File: config.mk
export PLATFORM = sky130hd
export DESIGN_NAME = eth_frame_serializer
export DESIGN_NICKNAME = d
export VERILOG_FILES = /design/src/rtl/eth_pkg.sv /design/src/rtl/eth_ifg_timer.sv /design/src/rtl/eth_frame_serializer.sv
export SDC_FILE = /design/constraint.sdc
export NUM_CORES = 2
export LEC_CHECK = 0
export CAP_MARGIN = 20
export CORE_ASPECT_RATIO = 1.25
export CORE_MARGIN = 4
export CORE_UTILIZATION = 45
export DETAILED_ROUTE_END_ITERATION = 10
export GPL_TIMING_DRIVEN = 0
export HOLD_SLACK_MARGIN = 0.12
export PLACE_DENSITY_LB_ADDON = 0.25
export SYNTH_ARGS = -nofsm -noshare
export SYNTH_HDL_FRONTEND = slang
export SYNTH_SLANG_ARGS = --single-unit
File: constraint.sdc
create_clock -name clk -period 49 [get_ports clk]
set_input_delay 9.8 -clock clk [delete_from_list [all_inputs] [get_ports clk]]
set_output_delay 9.8 -clock clk [all_outputs]
set_load 0.005 [all_outputs]
File: src/rtl/eth_pkg.sv
// Shared frame geometry, framing byte constants and FSM state type
// for the Ethernet frame serializer.
package eth_pkg;
  localparam int FRAME_W     = 568;
  localparam int FRAME_BYTES = FRAME_W / 8;

  localparam logic [7:0] SFD_BYTE      = 8'hAB;
  localparam logic [7:0] PREAMBLE_BYTE = 8'h55;

  typedef enum logic [1:0] {IDLE, SEND, GAP} state_t;
endpackage

File: src/rtl/eth_ifg_timer.sv
// Inter-frame gap timer: start loads IFG_CYCLES-1 and counts down;
// done is high while the count sits at zero.
module eth_ifg_timer import eth_pkg::*; #(
  parameter int IFG_CYCLES = 12
) (
  input  logic clk,
  input  logic rst,
  input  logic start,
  output logic done
);
  localparam int W = (IFG_CYCLES > 1) ? $clog2(IFG_CYCLES) : 1;
  localparam logic [W-1:0] LOAD = W'((IFG_CYCLES > 0) ? IFG_CYCLES - 1 : 0);

  logic [W-1:0] cnt;

  always_ff @(posedge clk or posedge rst) begin
    if (rst)              cnt <= '0;
    else if (start)       cnt <= LOAD;
    else if (cnt != '0)   cnt <= cnt - 1'b1;
  end

  assign done = (cnt == '0);
endmodule

File: src/rtl/eth_frame_serializer.sv
// Serializes one assembled Ethernet frame into a byte stream (MSB first)
// with an inter-frame gap. Optional SFD check: define SFD_CHECK_EN.
module eth_frame_serializer import eth_pkg::*; #(
  parameter int IFG_CYCLES = 12
) (
  input  logic               clk,
  input  logic               rst,
  input  logic [FRAME_W-1:0] frame_in,
  input  logic               frame_valid,
  output logic               frame_ready,
  output logic [7:0]         tx_data,
  output logic               tx_valid,
  input  logic               tx_ready,
  output logic               tx_sof,
  output logic               tx_eof,
  output logic               busy,
  output logic               sfd_err
);
  localparam int CNT_W = $clog2(FRAME_BYTES);
  localparam logic [CNT_W-1:0] LAST = CNT_W'(FRAME_BYTES - 1);

  state_t             state, state_nxt;
  logic [FRAME_W-1:0] shreg;
  logic [CNT_W-1:0]   cnt;
  logic               accept, sfd_ok, tx_hs, last_hs, gap_done;

  assign accept  = frame_valid && frame_ready;
  assign tx_hs   = tx_valid && tx_ready;
  assign last_hs = tx_hs && (cnt == LAST);

`ifdef SFD_CHECK_EN
  assign sfd_ok = (frame_in[FRAME_W-57 -: 8] == SFD_BYTE);

  // Rejected frames still complete the handshake; flag them one cycle later.
  always_ff @(posedge clk or posedge rst) begin
    if (rst) sfd_err <= 1'b0;
    else     sfd_err <= accept && !sfd_ok;
  end
`else
  assign sfd_ok  = 1'b1;
  assign sfd_err = 1'b0;
`endif

  always_ff @(posedge clk or posedge rst) begin
    if (rst) state <= IDLE;
    else     state <= state_nxt;
  end

  always_comb begin
    state_nxt = state;
    case (state)
      IDLE: if (accept && sfd_ok) state_nxt = SEND;
      SEND: if (last_hs)          state_nxt = (IFG_CYCLES > 0) ? GAP : IDLE;
      GAP:  if (gap_done)         state_nxt = IDLE;
      default:                    state_nxt = IDLE;
    endcase
  end

  always_comb begin
    frame_ready = (state == IDLE) && !rst;
    tx_valid    = (state == SEND);
    tx_data     = tx_valid ? shreg[FRAME_W-1 -: 8] : 8'h00;
    tx_sof      = tx_valid && (cnt == '0);
    tx_eof      = tx_valid && (cnt == LAST);
    busy        = (state != IDLE);
  end

  always_ff @(posedge clk or posedge rst) begin
    if (rst) begin
      shreg <= '0;
      cnt   <= '0;
    end else if (accept && sfd_ok) begin
      shreg <= frame_in;
      cnt   <= '0;
    end else if (tx_hs) begin
      shreg <= {shreg[FRAME_W-9:0], 8'h00};
      cnt   <= cnt + 1'b1;
    end
  end

  eth_ifg_timer #(.IFG_CYCLES(IFG_CYCLES)) u_ifg (
    .clk   (clk),
    .rst   (rst),
    .start (last_hs),
    .done  (gap_done)
  );
endmodule

### After elaboration in Yosys (flattened, before gate mapping)

Index checks and enable logic that the tools add are counted.

* output and inout bits: 14
* logic and storage cells: 38
* flip-flop bits (word level): 581
* input bits: 572

* equality and inequality tests: 6
* add/subtract/negate cells: 2
* multiplexer cells: 11
* reduce and logical (&&, ||, !) cells: 15

Operator list (count)
* $mux 568: 2
* $mux 7: 2
* $mux 4: 2
* $mux 8: 1
* $add 7x1->7 const B: 1
* $eq 7x7->1 const B: 1
* $logic_not 7->1: 1
* $logic_and 1x1->1: 6
* $mux 2: 3
* $pmux 2 s3: 1
* $reduce_bool 2->1: 3
* $logic_not 4->1: 1
* $ne 2x2->1 const B: 2
* $reduce_bool 4->1: 1
* $sub 4x1->4 const B: 1
* $reduce_and 3->1: 1
* $eq 2x1->1 const B: 1
* $eq 2x2->1 const B: 1
* $logic_not 2->1: 1
* $ne 2x1->1 const B: 1
* $logic_not 1->1: 1

### Logic depth before layout (Yosys ltp)

* depth after elaboration: 5
* gate-level depth with buffers: 7
* mapped depth without buffers: 5

### By module

From an unflattened synthesis, not the netlist that was laid out.

* cell total of the unflattened synthesis: 2584
* area total of the unflattened synthesis: 27761.6 um2

By module, submodules not included
* eth_frame_serializer: area an instance 27540.2 um2, cells an instance 2562, instances 1, seq. area each 14438.8 um2
* eth_ifg_timer: area an instance 221.5 um2, cells an instance 22, instances 1, seq. area each 100.1 um2

### Least setup slack after synthesis

No wires, ideal clock.

* path type: input to output
* start point: in rst
* end point: out frame_ready
* arrival time: 9.906 ns
* buffers on the path: 0
* setup slack: 29.294 ns
* cell stages on the path: 1
* path through: nor2_1

* cells in the longest elaborated chain, start to end: 2

RTL lines
* start: declaration: line eth_frame_serializer.sv:7 `input logic rst,`
* $logic_not 1->1 (no line)
* $logic_and 1x1->1: line eth_frame_serializer.sv:60 `frame_ready = (state == IDLE) && !rst;`
* end: declaration: line eth_frame_serializer.sv:10 `output logic frame_ready,`

No other way between the ends.

### Worst setup path after layout

Ends and elaborated chain as after synthesis.

==> results.sh <==
export IMPL_crit_path_start_kind="input port"
export IMPL_start_util_pct=45.5
export IMPL_routed_via_density=5.61
export IMPL_peakVddDrop_mv=0.0317
export IMPL_synth_cell_type_count=42
export IMPL_holdWs_ps=504
export IMPL_clock_sinks=581
export IMPL_holdBufCountCts=0
export IMPL_p_per_area_nw_per_um2=50.0
export IMPL_finalNonFillerCells=4224
export IMPL_finalCriticalPeriod_ps=20920
export IMPL_pin_count=586
export IMPL_drtIter0Drc=1965
export IMPL_rows=100
export IMPL_total_leakage_power_uw=0.0144
export IMPL_overflow=0
export IMPL_clkPwrFrac_pct=25.5
export IMPL_layout_common_cells="584 x clkdlybuf4s50_1, 581 x dfrtp_1, 428 x nand3_1"
export IMPL_clockBufferDepth=3
export IMPL_port_buffers=584
export IMPL_layout_drive_gt1_share_pct=5.75
export IMPL_switching_share_pct=34.4
export IMPL_regToRegSetupSlack_ps=46590
export IMPL_hpwl_um=68500
export IMPL_synth_edf_count=0
export IMPL_mostFrequentLayoutCell="clkdlybuf4s50_1"
export IMPL_dpl_cell_count=4086
export IMPL_wirelength_um=90300
export IMPL_tightest_slew_ps=699
export IMPL_antenna_found_initial=38
export IMPL_syn_avg_cell_area_um2=9.93
export IMPL_post_cts_setup_buffers=0
export IMPL_p_seq_share_pct=43.9
export IMPL_slew_viol_final=0
export IMPL_max_clock_freq_mhz=47.8
export IMPL_intPower_uw=1190
export IMPL_syn_to_final_growth_pct=33.1
export IMPL_grt_pass1_wl_um=137000
export IMPL_core_area_um2=59700
export IMPL_ys_warn_count=0
export IMPL_crit_required_ps=39200
export IMPL_finalSetupViolations=0
export IMPL_status="completed"
export IMPL_cp_endpoint="frame_ready"
export IMPL_timing_rr_end="shreg[11]"
export IMPL_finalClockSkew_ps=14.6
export IMPL_crit_type="input port to primary output"
export IMPL_drc=0
export IMPL_setup_slack_ps=28080
export IMPL_die_h_um=283
export IMPL_synth_ff_type="dfrtp_1"
export IMPL_htree_levels=2
export IMPL_worst_r2r_path_depth=6
export IMPL_cts_resized_gates=0
export IMPL_fin_setup_tns_ps=0
export IMPL_cp_end_kind="primary output"
export IMPL_synth_seq_cells=581
export IMPL_critPathArrivalTime_ps=11120
export IMPL_gp_congestion=0.902
export IMPL_slew_limit_headroom_pct=53.4
export IMPL_clk_pin_slew_worst_paths_ps=60
export IMPL_die_w_um=228
export IMPL_maxCapViolations=0
export IMPL_cp_startpoint="rst"
export IMPL_utilization_pct=60.5
export IMPL_rsz0062_at_grt="no"
export IMPL_grt_max_degree=126
export IMPL_drtPass1Iterations=7
export IMPL_hold_viol_final=0
export IMPL_cp_max_fo=4
export IMPL_dr_total_vias=23700
export IMPL_post_route_period_util_pct=42.7
export IMPL_fp_dieArea_um2=64300
export IMPL_ys_async_sr_fraction_pct=100
export IMPL_insertion_delay_ps=610
export IMPL_syn_inst=2732
export IMPL_netlist_area_um2=27100
export IMPL_cts_root_buffer="clkbuf_16"
export IMPL_ys_seq_area_share_pct=53.6
export IMPL_track_usage_pct=27.1
export IMPL_regToRegStartpoint="state[0]"
export IMPL_grt_pass1_vias=24600
export IMPL_numCtsBuffers=58
export IMPL_pre_cts_slack_ps=28080
export IMPL_antenna_left=0
export IMPL_switchingPower_uw=621
export IMPL_cts_tree="built"
export IMPL_combPwrFrac_pct=30.6
export IMPL_wire_per_inst_um=21.4
export IMPL_min_path_type="register to register"
export IMPL_syn_nets=3308
export IMPL_final_nets=3957
==> sequential cells by signal, summed over array words and instances (netlist names) <==
name       flops
cnt            7
u_ifg.cnt      4
shreg        568
state          2
==> cells in the mapped netlist (3+ instances only) <==
master	count	area, um2
dfrtp_1	581	14500
nand3_1	428	2140
mux2i_1	427	4270
o21ai_1	424	2120
nand2_1	282	1060
nor2_1	139	522
a31oi_1	135	845
clkbuf_1	135	507
buf_2	53	265
buf_4	41	308
buf_1	24	90.1
a22o_1	8	70.1
and2_1	8	50.1
inv_1	5	18.8
ha_1	4	50.1
a21oi_1	3	15.0
nor3_1	3	15.0
o21ai_0	3	15.0
==> routing by layer <==
metal | vias up | share of wire [%] | track usage [%]
met5 | - | 0.10 | 0
met2 | 863 | 50 | 46.2
met1 | 11600 | 39 | 34.0
li1 | 11000 | - | -
met4 | 12 | 3.8 | 10.7
met3 | 188 | 7.1 | 5.43
==> critical path: stages <==
cell             delay [ps]
clkdlybuf4s50_1         590
nor2_1                  200
clkdlybuf4s50_1         530
==> through the flow <==
step | cell area [um2] | total power, uW
3_5_place_dp | 34100 | 1350
4_1_cts | 36000 | 1810
6_report | 36100 | 1810
3_3_place_gp | 33900 | 1320
2_1_floorplan | 27100 | 1140
5_1_grt | 36100 | 1920
==> area by class of cell <==
class | count | area (um2)
clock buffer | 82 | 1680
clock inverter | 22 | 269
fill | 5103 | 23600
sequential | 581 | 14500
buffer | 255 | 1190
tap | 765 | 957
inverter | 5 | 26.3
multi-input combinational | 1891 | 11400
antenna | 34 | 85.1
timing repair buffer | 589 | 5980
==> worst min-delay path by stage <==
stage / from / end / slack [ps] / depth (start not counted)
6_report: shreg[102] / shreg[102] / 500 / 2
5_1_grt: cnt[6] / cnt[6] / 510 / 1
4_1_cts: cnt[6] / cnt[6] / 510 / 1
3_5_place_dp: shreg[5] / shreg[5] / 490 / 1
3_3_place_gp: shreg[7] / shreg[7] / 480 / 1
2_1_floorplan: cnt[6] / cnt[6] / 460 / 1
==> cell families (layout without fill, tap and decap cells) <==
| kind of cell | Yosys count | count (layout) | share of synthesized area, % |
|---|---|---|---|
| flip-flops | 581 | 581 | 53.6 |
| multiplexers | 427 | 427 | 15.8 |
| buffers and inverters | 260 | 953 | 4.46 |
| XOR/XNOR | 2 | 2 | 0.0646 |
| adder cells (fa/ha/maj) | 4 | 4 | 0.184 |
| AO/OA/AOI/OAI | 579 | 579 | 11.5 |
| AND/OR/NAND/NOR | 878 | 878 | 14.5 |
| other | 1 | 35 | 0.0138 |
==> power by group through the flow <==
| stage | logic [uW] | registers (uW) | clock network [uW] |
|---|---|---|---|
| floorplan | 380 | 759 | 0 |
| global placement | 530 | 790 | 0 |
| detailed placement | 553 | 794 | 0 |
| CTS | 556 | 790 | 468 |
| global route | 620 | 813 | 488 |
| finish | 553 | 794 | 460 |
(Power assumes the default switching activity.)
